==> src/rtl/ecall_io_responder.sv <==
`default_nettype none
// ============================================================================
// Module   : ecall_io_responder
// Brief    : Services core ecall I/O requests (print, read-int, exit).
// Revision : 1.0 - initial release
// ============================================================================
module ecall_io_responder #(
  parameter int SW_WIDTH        = 16,
  parameter int DEBOUNCE_CYCLES = 20
) (
  input  logic                clk,
  input  logic                reset,
  input  logic                ecall,
  input  logic [31:0]         a7,
  input  logic [31:0]         a0,
  input  logic [SW_WIDTH-1:0] switches,
  input  logic                confirm_btn,
  output logic                stall,
  output logic [31:0]         io_input,
  output logic                rd_valid,
  output logic [31:0]         display_data,
  output logic                display_valid,
  output logic                halted,
  output logic [7:0]          led_out
);

  localparam int                CNT_W      = $clog2(DEBOUNCE_CYCLES + 1);
  localparam logic [CNT_W-1:0]  C_CNT_LAST = CNT_W'(DEBOUNCE_CYCLES - 1);

  typedef enum logic [2:0] {
    S_IDLE         = 3'd0,
    S_WAIT_PRESS   = 3'd1,
    S_WAIT_RELEASE = 3'd2,
    S_RESP         = 3'd3,
    S_HALT         = 3'd4
  } state_t;

  state_t           r_state;
  logic             r_sync1;
  logic             r_sync2;
  logic             r_deb;
  logic             r_deb_prev;
  logic [CNT_W-1:0] r_cnt;
  logic [31:0]      r_io_input;
  logic [31:0]      r_display_data;
  logic             r_display_valid;

  logic w_rise;
  logic w_fall;
  logic w_code_print;
  logic w_code_read;
  logic w_code_exit;
  logic w_awaiting;

  assign w_rise       = r_deb & ~r_deb_prev;
  assign w_fall       = ~r_deb & r_deb_prev;
  assign w_code_print = (a7 == 32'd1);
  assign w_code_read  = (a7 == 32'd5);
  assign w_code_exit  = (a7 == 32'd10);
  assign w_awaiting   = (r_state == S_WAIT_PRESS) || (r_state == S_WAIT_RELEASE);

  // Button: 2-flop synchronizer, then level flips only after a full run of disagreeing samples.
  always_ff @(posedge clk or negedge reset) begin
    if (!reset) begin
      r_sync1    <= 1'b0;
      r_sync2    <= 1'b0;
      r_deb      <= 1'b0;
      r_deb_prev <= 1'b0;
      r_cnt      <= '0;
    end else begin
      r_sync1    <= confirm_btn;
      r_sync2    <= r_sync1;
      r_deb_prev <= r_deb;
      if (r_sync2 != r_deb) begin
        if (r_cnt == C_CNT_LAST) begin
          r_deb <= r_sync2;
          r_cnt <= '0;
        end else begin
          r_cnt <= r_cnt + CNT_W'(1);
        end
      end else begin
        r_cnt <= '0;
      end
    end
  end

  always_ff @(posedge clk or negedge reset) begin
    if (!reset) begin
      r_state         <= S_IDLE;
      r_io_input      <= '0;
      r_display_data  <= '0;
      r_display_valid <= 1'b0;
    end else begin
      case (r_state)
        S_IDLE: begin
          if (ecall) begin
            if (w_code_print) begin
              r_display_data  <= a0;
              r_display_valid <= 1'b1;
            end else if (w_code_read) begin
              r_state <= S_WAIT_PRESS;
            end else if (w_code_exit) begin
              r_state <= S_HALT;
            end
          end
        end
        S_WAIT_PRESS: begin
          if (w_rise) begin
            r_io_input <= 32'(switches);
            r_state    <= S_WAIT_RELEASE;
          end
        end
        S_WAIT_RELEASE: begin
          if (w_fall) r_state <= S_RESP;
        end
        S_RESP:  r_state <= S_IDLE;
        S_HALT:  r_state <= S_HALT;
        default: r_state <= S_IDLE;
      endcase
    end
  end

  // Stall asserts in the request cycle itself so the core never advances past a read/exit.
  assign stall = ((r_state == S_IDLE) && ecall && (w_code_read || w_code_exit)) ||
                 w_awaiting || (r_state == S_HALT);

  assign io_input      = r_io_input;
  assign rd_valid      = (r_state == S_RESP);
  assign display_data  = r_display_data;
  assign display_valid = r_display_valid;
  assign halted        = (r_state == S_HALT);
  assign led_out       = {w_awaiting, 5'b00000, r_display_valid, halted};

endmodule
`default_nettype wire
==> config.mk <==
export PLATFORM = sky130hd
export DESIGN_NAME = ecall_io_responder
export DESIGN_NICKNAME = d
export VERILOG_FILES = /design/src/rtl/ecall_io_responder.sv
export SDC_FILE = /design/constraint.sdc
export NUM_CORES = 1
export LEC_CHECK = 0
export CAP_MARGIN = 10
export CORE_UTILIZATION = 40
export DETAILED_ROUTE_END_ITERATION = 7
export HOLD_SLACK_MARGIN = 0.15
export PLACE_DENSITY = 0.85
export SYNTH_ARGS = -nofsm -noshare
export SYNTH_HDL_FRONTEND = slang
export SYNTH_SLANG_ARGS = --single-unit
==> constraint.sdc <==
create_clock -name clk -period 2.8 [get_ports clk]
set_clock_uncertainty 0.15 [all_clocks]
set_input_delay 0.56 -clock clk [delete_from_list [all_inputs] [get_ports clk]]
set_output_delay 0.56 -clock clk [all_outputs]
set_load 0.02 [all_outputs]
==> results of run 1 <==
[logic make-up after synthesis]
group                      after synthesis  share of synthesized area (%)
DFF                                     61                           57.7
muxes                                   49                           20.9
and+or+nand+nor                         39                           8.56
buffers and inverters                   30                           8.65
AOI/OAI and AO/OA                        9                           2.32
xor gates and xnor gates                 4                           1.32
adders and majority gates                1                          0.473
other                                    1                          0.142
[final timing paths]
| path | end | slack (ps) | cells after the start |
|---|---|---|---|
| setup / recovery | stall | 100 | 6 |
| hold reg to reg | r_sync2$_DFF_PN0_ | 200 | 0 |
| setup reg to reg | display_data[5]$_DFFE_PN0P_ | 840 | 5 |
| max in group asynchronous | display_data[30]$_DFFE_PN0P_ | 1740 | 2 |
| hold / removal | display_data[28]$_DFFE_PN0P_ | 130 | 1 |
| min in group clk | r_sync2$_DFF_PN0_ | 200 | 0 |
[metrics by stage]
stage                     cells  hold WS (ps)
after CTS                   424           159
after detailed placement    407           191
after global routing        424           194
final                       424           132
after global placement      407           189
after floorplan             214           114
[repair_timing]
item	CTS	global route
gates resized for setup	10	13
pin swaps	5	7
setup endpoints to repair	1	1
cloned	0	0
buffers inserted	2	0
[power breakdown]
part	internal (mW)	switching [mW]
combinational	0.109	0.0680
sequential	0.887	0.00345
clock	0.338	0.313
total	1.33	0.385
[worst register-to-register path, delay by kind of cell (launching register included)]
kind / cells / cell delay [ps]
multiplexers: 1 / 380
buffers and inverters: 1 / 230
flip-flops: 1 / 440
AND/OR/NAND/NOR: 3 / 640
[routing by layer]
layer / share of wire [%] / vias to the layer above / track usage [%]
met4: 2.2 / 0 / 9.09
met2: 51 / 107 / 31.9
met5: 0 / - / 0
met3: 10 / 12 / 6.76
li1: - / 928 / -
met1: 36 / 995 / 19.0
[final cells by class]
| type | instances | area [sq um] |
|---|---|---|
| inverters | 1 | 3.75 |
| well taps | 77 | 96.3 |
| clock inverters | 2 | 10.0 |
| fillers | 488 | 2080 |
| repair buffers | 147 | 1480 |
| flip-flops and latches | 61 | 1530 |
| clock buffers | 13 | 149 |
| multi-input cells | 123 | 1010 |
[state kept, by name, summed over array words and instances (netlist names)]
register	flops
r_state	3
r_deb	1
io_input	16
r_deb_prev	1
r_cnt	5
r_sync1	1
display_valid	1
r_sync2	1
display_data	32
[cell usage after synthesis, drive strengths merged, types with 2 or more instances]
| master | count |
|---|---|
| nand3 | 4 |
| nand2 | 4 |
| buf | 28 |
| xor2 | 3 |
| nand2b | 2 |
| and2 | 2 |
| nor3 | 4 |
| nor2 | 10 |
| nand4 | 2 |
| nor4 | 5 |
| mux2 | 49 |
| dfrtp | 61 |
| a21oi | 3 |
==> metrics.md, run 1 <==
| Metric | Value |
|---|---|
| Status | `finished, final reports clean` |
| CP Class | `input pin to primary output` |
| CTS Hold Buffers Added | `0` |
| Total number of vias | `2042` |
| Worst Tran Pin Value | `740 ps` |
| # IOs | `160` |
| Slew Viols, Final | `0` |
| Most used DFF post-synth | `dfrtp_1` |
| Crit path cell chain | `clkdlybuf4s50_1 > nor4_2 > nand4_1 > a211o_1 > a21oi_2 > buf_6` |
| CTS Buf Count | `9` |
| Max incr delay on CP | `410 ps` |
| Core area | `6350 sq um` |
| Setup crit start kind | `input pin` |
| Cells after Synth | `194` |
| Core Rows | `29` |
| Final Hold Viols | `0` |
| Post-synthesis cell area | `2650 sq um` |
| Antenna violations before repair | `0` |
| Post-synth EDFFs | `0` |
| GPL Wtd Cong | `0.719` |
| DRC violations left | `0` |
| Total power | `1.72 mW` |
| R2R Path Start | `r_state[0]$_DFFE_PN0P_` |
| CTS tree | `built` |
| Worst-path fanout max | `2` |
| DRT antenna net count | `0` |
| Commonest cells after routing, fill and taps aside | `clkdlybuf4s50_1 (126), dfrtp_1 (61), mux2_2 (46), conb_1 (21), clkbuf_8 (10)` |
| CP bufs+invs | `2` |
| PD cells | `402 nW/um^2` |
| Crit. Startpoint | `a7[26]` |
| Leak | `2.01 nW` |
| Clock slew at reported path FFs | `60 ps` |
| Max_slew headroom | `50.6%` |
| Number of global-route vias before repair | `2227` |
| Yosys cell types | `34` |
| Final worst-path cycle share | `96.5%` |
| Worst path arrival time | `1990 ps` |
| Clk sinks | `61` |
| Clk_lat worst skew | `330 ps` |
| Clk root buf | `clkbuf_8` |
| Fmax | `370 MHz` |
| Placed cell areas | `4050 sq um` |
| Layout area overhead | `61.5%` |
| Final worst setup slack | `98.1 ps` |
| Setup TNS | `0 ps` |
| CTS max path bufs | `2` |
| Avg Vias per Cell | `4.82` |
| Die area | `6940 sq um` |
| First-pass GRT wire length | `9960 um` |
| Max-cap violation count | `0` |
| Mean Syn Cell Area | `13.6 sq um` |
| Pre-CTS WS | `-507 ps` |
| Fin crit period | `2700 ps` |
| Yosys warns | `0` |
| Commonest non-fill, non-tap cell in the layout | `clkdlybuf4s50_1` |
| Synth Register Bits | `61` |
| Diodes inserted | `0` |
| Number of port buffers | `138` |
| Final Util | `67.3%` |
| Final wirelength | `6000 um` |
| Drt wl/cell | `14.1 um` |
| CP max-delay cell | `clkdlybuf4s50_1` |
| GRT Util Overall | `18.2%` |
| Iter 0 DRT Violations | `58` |
| First-pass detailed-route iteration total | `4` |
| CP endpoint kind | `primary output` |
| Die width | `83.3 um` |
| FFs w/ async S/R, synth | `100%` |
| Peak supply drop | `0.330 mV` |
| Total gr overflow | `0` |
| Delay-heaviest family, CP | `buffers and inverters` |
| Layout cell share with drive strength beyond 1 | `22.8%` |
| HP Class | `input pin to asynchronous set/reset pin` |
| Chip Height | `83.3 um` |
| Worst path required time | `2090 ps` |
| Final nets | `428` |
| Yosys top cell by area | `dfrtp_1` |
| H-tree depth | `3` |
| Synth top area share | `57.7%` |
| Largest net degree at the start of global routing | `34` |
| Top cells by area in the synthesized netlist | `dfrtp_1 (58%), mux2_2 (20%), buf_4 (7.1%)` |
| Setup violations, final | `0` |
| Starting Density | `41.7%` |
| Detailed placer's ending HPWL | `4400 um` |
| Sequential share of the synthesized area | `57.7%` |
| Fin area | `4270 sq um` |
Note: power is estimated with default switching activity, not from simulation.
==> run 2: changes to the inputs <==
--- a/config.mk
+++ b/config.mk
@@ -6,10 +6,10 @@
 export NUM_CORES = 1
 export LEC_CHECK = 0
 export CAP_MARGIN = 10
-export CORE_UTILIZATION = 40
+export CORE_UTILIZATION = 37
 export DETAILED_ROUTE_END_ITERATION = 7
 export HOLD_SLACK_MARGIN = 0.15
-export PLACE_DENSITY = 0.85
+export PLACE_DENSITY_LB_ADDON = 0.12
 export SYNTH_ARGS = -nofsm -noshare
 export SYNTH_HDL_FRONTEND = slang
 export SYNTH_SLANG_ARGS = --single-unit
==> constraint.sdc (replaced) <==
create_clock -name clk -period 3.1 [get_ports clk]
set_clock_uncertainty 0.15 [all_clocks]
set_input_delay 0.62 -clock clk [delete_from_list [all_inputs] [get_ports clk]]
set_output_delay 0.62 -clock clk [all_outputs]
set_load 0.02 [all_outputs]
==> run 2 against run 1 <==
  * Clock-buffer cell count is 1 lower
  * Sequential power shrank 9.8%
  * First-iteration DRC count down 33%
  * Die area up 7.9%
  * Cell count rose by 4.0%
==> metrics.md, run 2 (same netlist as run 1, synthesis figures left out) <==
| Metric | Value |
|---|---|
| CP endpoint kind | `primary output (unchanged)` |
| Setup crit start kind | `input pin (unchanged)` |
| CTS Buf Count | `9 (unchanged)` |
| Final worst-path cycle share | `96.6%` |
| R2R depth | `4 (was 5)` |
| PD cells | `421 nW/um^2 (was 402 nW/um^2)` |
| Pre-CTS WS | `-341 ps (was -507 ps)` |
| Hold Path Depth | `0` |
| DRC violations left | `0 (unchanged)` |
| Min-Delay Startpoint | `r_sync1$_DFF_PN0_` |
| HP Class | `register to register (was input pin to asynchronous set/reset pin)` |
| Number of port buffers | `138 (unchanged)` |
| Avg Vias per Cell | `4.44 (was 4.82)` |
| Number of global-route vias before repair | `1932 (was 2227)` |
| R2R Path Start | `r_state[0]$_DFFE_PN0P_ (unchanged)` |
| First-pass GRT wire length | `8880 um (was 9960 um)` |
| Crit. Startpoint | `a7[3] (was a7[26])` |
| DRT antenna net count | `0 (unchanged)` |
| Core area | `6870 sq um (was 6350 sq um)` |
| Starting Density | `38.5% (was 41.7%)` |
| Antenna violations before repair | `0 (unchanged)` |
| Clock slew at reported path FFs | `60 ps (about the same)` |
| First-pass detailed-route iteration total | `4 (unchanged)` |
| CP Class | `input pin to primary output (unchanged)` |
| Fin crit period | `2990 ps` |
| Largest net degree at the start of global routing | `62 (was 34)` |
| # IOs | `160 (unchanged)` |
| Setup repair bufs after CTS | `0 (was 2)` |
| Leak | `1.96 nW (was 2.01 nW)` |
| Worst path arrival time | `2220 ps (was 1990 ps)` |
| CTS max path bufs | `2 (unchanged)` |
| Final Hold Viols | `0 (unchanged)` |
| Clk network pwr share | `46.9% (was 37.9%)` |
| Setup violations, final | `0 (unchanged)` |
| Fmax | `334 MHz` |
| Commonest non-fill, non-tap cell in the layout | `clkdlybuf4s50_1 (unchanged)` |
| Layout area overhead | `61.9% (was 61.5%)` |
| Peak supply drop | `0.266 mV (was 0.330 mV)` |
| CTS Hold Buffers Added | `0 (unchanged)` |
| Sw Ratio | `19.4% (was 22.4%)` |
| Comb pwr share | `8.6% (was 10.3%)` |
| H-tree depth | `3 (unchanged)` |
| Total gr overflow | `0 (unchanged)` |
| Worst path required time | `2330 ps (was 2090 ps)` |
| Sequential share of power | `44.5% (was 51.8%)` |
| Unrepaired setup endpoints after global routing | `false` |
| Switching power | `0.351 mW (was 0.385 mW)` |
| GRT Util Overall | `15.8% (was 18.2%)` |
| Drt wl/cell | `13.0 um (was 14.1 um)` |
| Total number of vias | `1957 (was 2042)` |
| Final worst setup slack | `107 ps (was 98.1 ps)` |
| Clk sinks | `61 (unchanged)` |
| Crit path cell chain | `clkdlybuf4s50_1 > or4bb_1 > a211o_1 > a21oi_1 > buf_2 (was clkdlybuf4s50_1 > nor4_2 > nand4_1 > a211o_1 > a21oi_2 > buf_6)` |
| Diodes inserted | `0 (unchanged)` |
| CP max-delay cell | `or4bb_1 (was clkdlybuf4s50_1)` |
| Slew Viols, Final | `0 (unchanged)` |
| # fillers | `556 (was 488)` |
| Placed cell areas | `4050 sq um (about the same)` |
| Die area | `7490 sq um (was 6940 sq um)` |
| Max-cap violation count | `0 (unchanged)` |
| WHS | `205 ps (was 132 ps)` |
| Layout cell share with drive strength beyond 1 | `20.6% (was 22.8%)` |
| Internal power | `1.45 mW (was 1.33 mW)` |
| Register Area | `1530 sq um (unchanged)` |
| Worst-path fanout max | `2 (unchanged)` |
| Multi-input logic area | `966 sq um (was 1010 sq um)` |
| Die width | `86.6 um (was 83.3 um)` |
| Fin area | `4290 sq um (was 4270 sq um)` |
| Max_slew headroom | `46.5% (was 50.6%)` |
| Max reg flops | `32 (unchanged)` |
| Max incr delay on CP | `530 ps (was 410 ps)` |
| Clk root buf | `clkbuf_8 (unchanged)` |
| Chip Height | `86.6 um (was 83.3 um)` |
| CTS tree | `built (unchanged)` |
| Commonest cells after routing, fill and taps aside | `clkdlybuf4s50_1 (136), dfrtp_1 (61), mux2_2 (46), conb_1 (21), clkbuf_8 (10) (was clkdlybuf4s50_1 (126), dfrtp_1 (61), mux2_2 (46), conb_1 (21), clkbuf_8 (10))` |
| Total power | `1.81 mW (was 1.72 mW)` |
| Final nets | `425 (was 428)` |
| Status | `finished, final reports clean (unchanged)` |
| Core Rows | `30 (was 29)` |
| Iter 0 DRT Violations | `39 (was 58)` |
| Clk_lat worst skew | `320 ps (was 330 ps)` |
| Worst Tran Pin Value | `802 ps (was 740 ps)` |
| Detailed placer's ending HPWL | `4270 um (was 4400 um)` |
| GPL Wtd Cong | `0.683 (was 0.719)` |
| Final wirelength | `5720 um (was 6000 um)` |
## run 2: changes by cell type in the layout (fill, tap and decap cells not counted), sizes merged, moves of 3 or more
cell,delta
buf,-3
bufinv,+3
dlymetal6s2s,-6
clkdlybuf4s50,+10
dlygate4sd2,-4
## run 2: power groups by stage
stage          Combinational (mW)  Sequential [mW]  Clock [mW]
5_1_grt                     0.169            0.803       0.915
4_1_cts                     0.158            0.803       0.875
2_1_floorplan              0.0531            0.818           0
6_report                    0.155            0.803       0.847
3_3_place_gp                0.156            0.818           0
3_5_place_dp                0.157            0.818           0
## run 2: path summary, 6_finish.rpt
path                                                 to  slack (ps)
setup / recovery                                  stall         110
hold / removal                        r_sync2$_DFF_PN0_         200
setup reg to reg                io_input[1]$_DFFE_PN0P_         970
hold reg to reg                       r_sync2$_DFF_PN0_         200
max in group asynchronous  display_data[14]$_DFFE_PN0P_        2000
min in group asynchronous  display_data[27]$_DFFE_PN0P_         300
## run 2: layout make-up
| type | instances | share of cell area [%] |
|---|---|---|
| Sequential cell | 61 | 35.6 |
| Tap cell | 96 | 2.80 |
| Inverter | 1 | 0.0876 |
| Multi-Input combinational cell | 123 | 22.5 |
| Clock inverter | 4 | 2.22 |
| Timing Repair Buffer | 144 | 33.3 |
| Clock buffer | 12 | 3.39 |
## run 2: what timing repair did
item | CTS | global route
endpoints found under the hold margin | 0 | 0
gates resized for setup | 4 | 0
endpoints found under the setup margin | 1 | 0
## run 2: metrics by stage
step / TNS, ps / utilization [%] / cells
after floorplan: 0 / - / 214
final: 0 / 62.4 / 441
after global routing: 0 / 62.4 / 441
after global placement: -356 / 59.0 / 425
after detailed placement: -341 / 59.0 / 425
after CTS: 0 / 62.4 / 441
## run 2: worst max-delay path, delay by kind of cell
kind,cells,cell delay (ps)
buf+inv,2,650
compound gates,2,430
simple gates,1,530
## run 2: routing by layer
metal  GRT usage (%)  up-vias  routed length, um  part of all wire [%]
met5               0        -                  0                     0
met4            5.00        0                 31                  0.54
met3            8.48        2                700                    12
met2            27.5       99               2820                    49
met1            16.3      917               2160                    38
li1                -      939                  -                     -
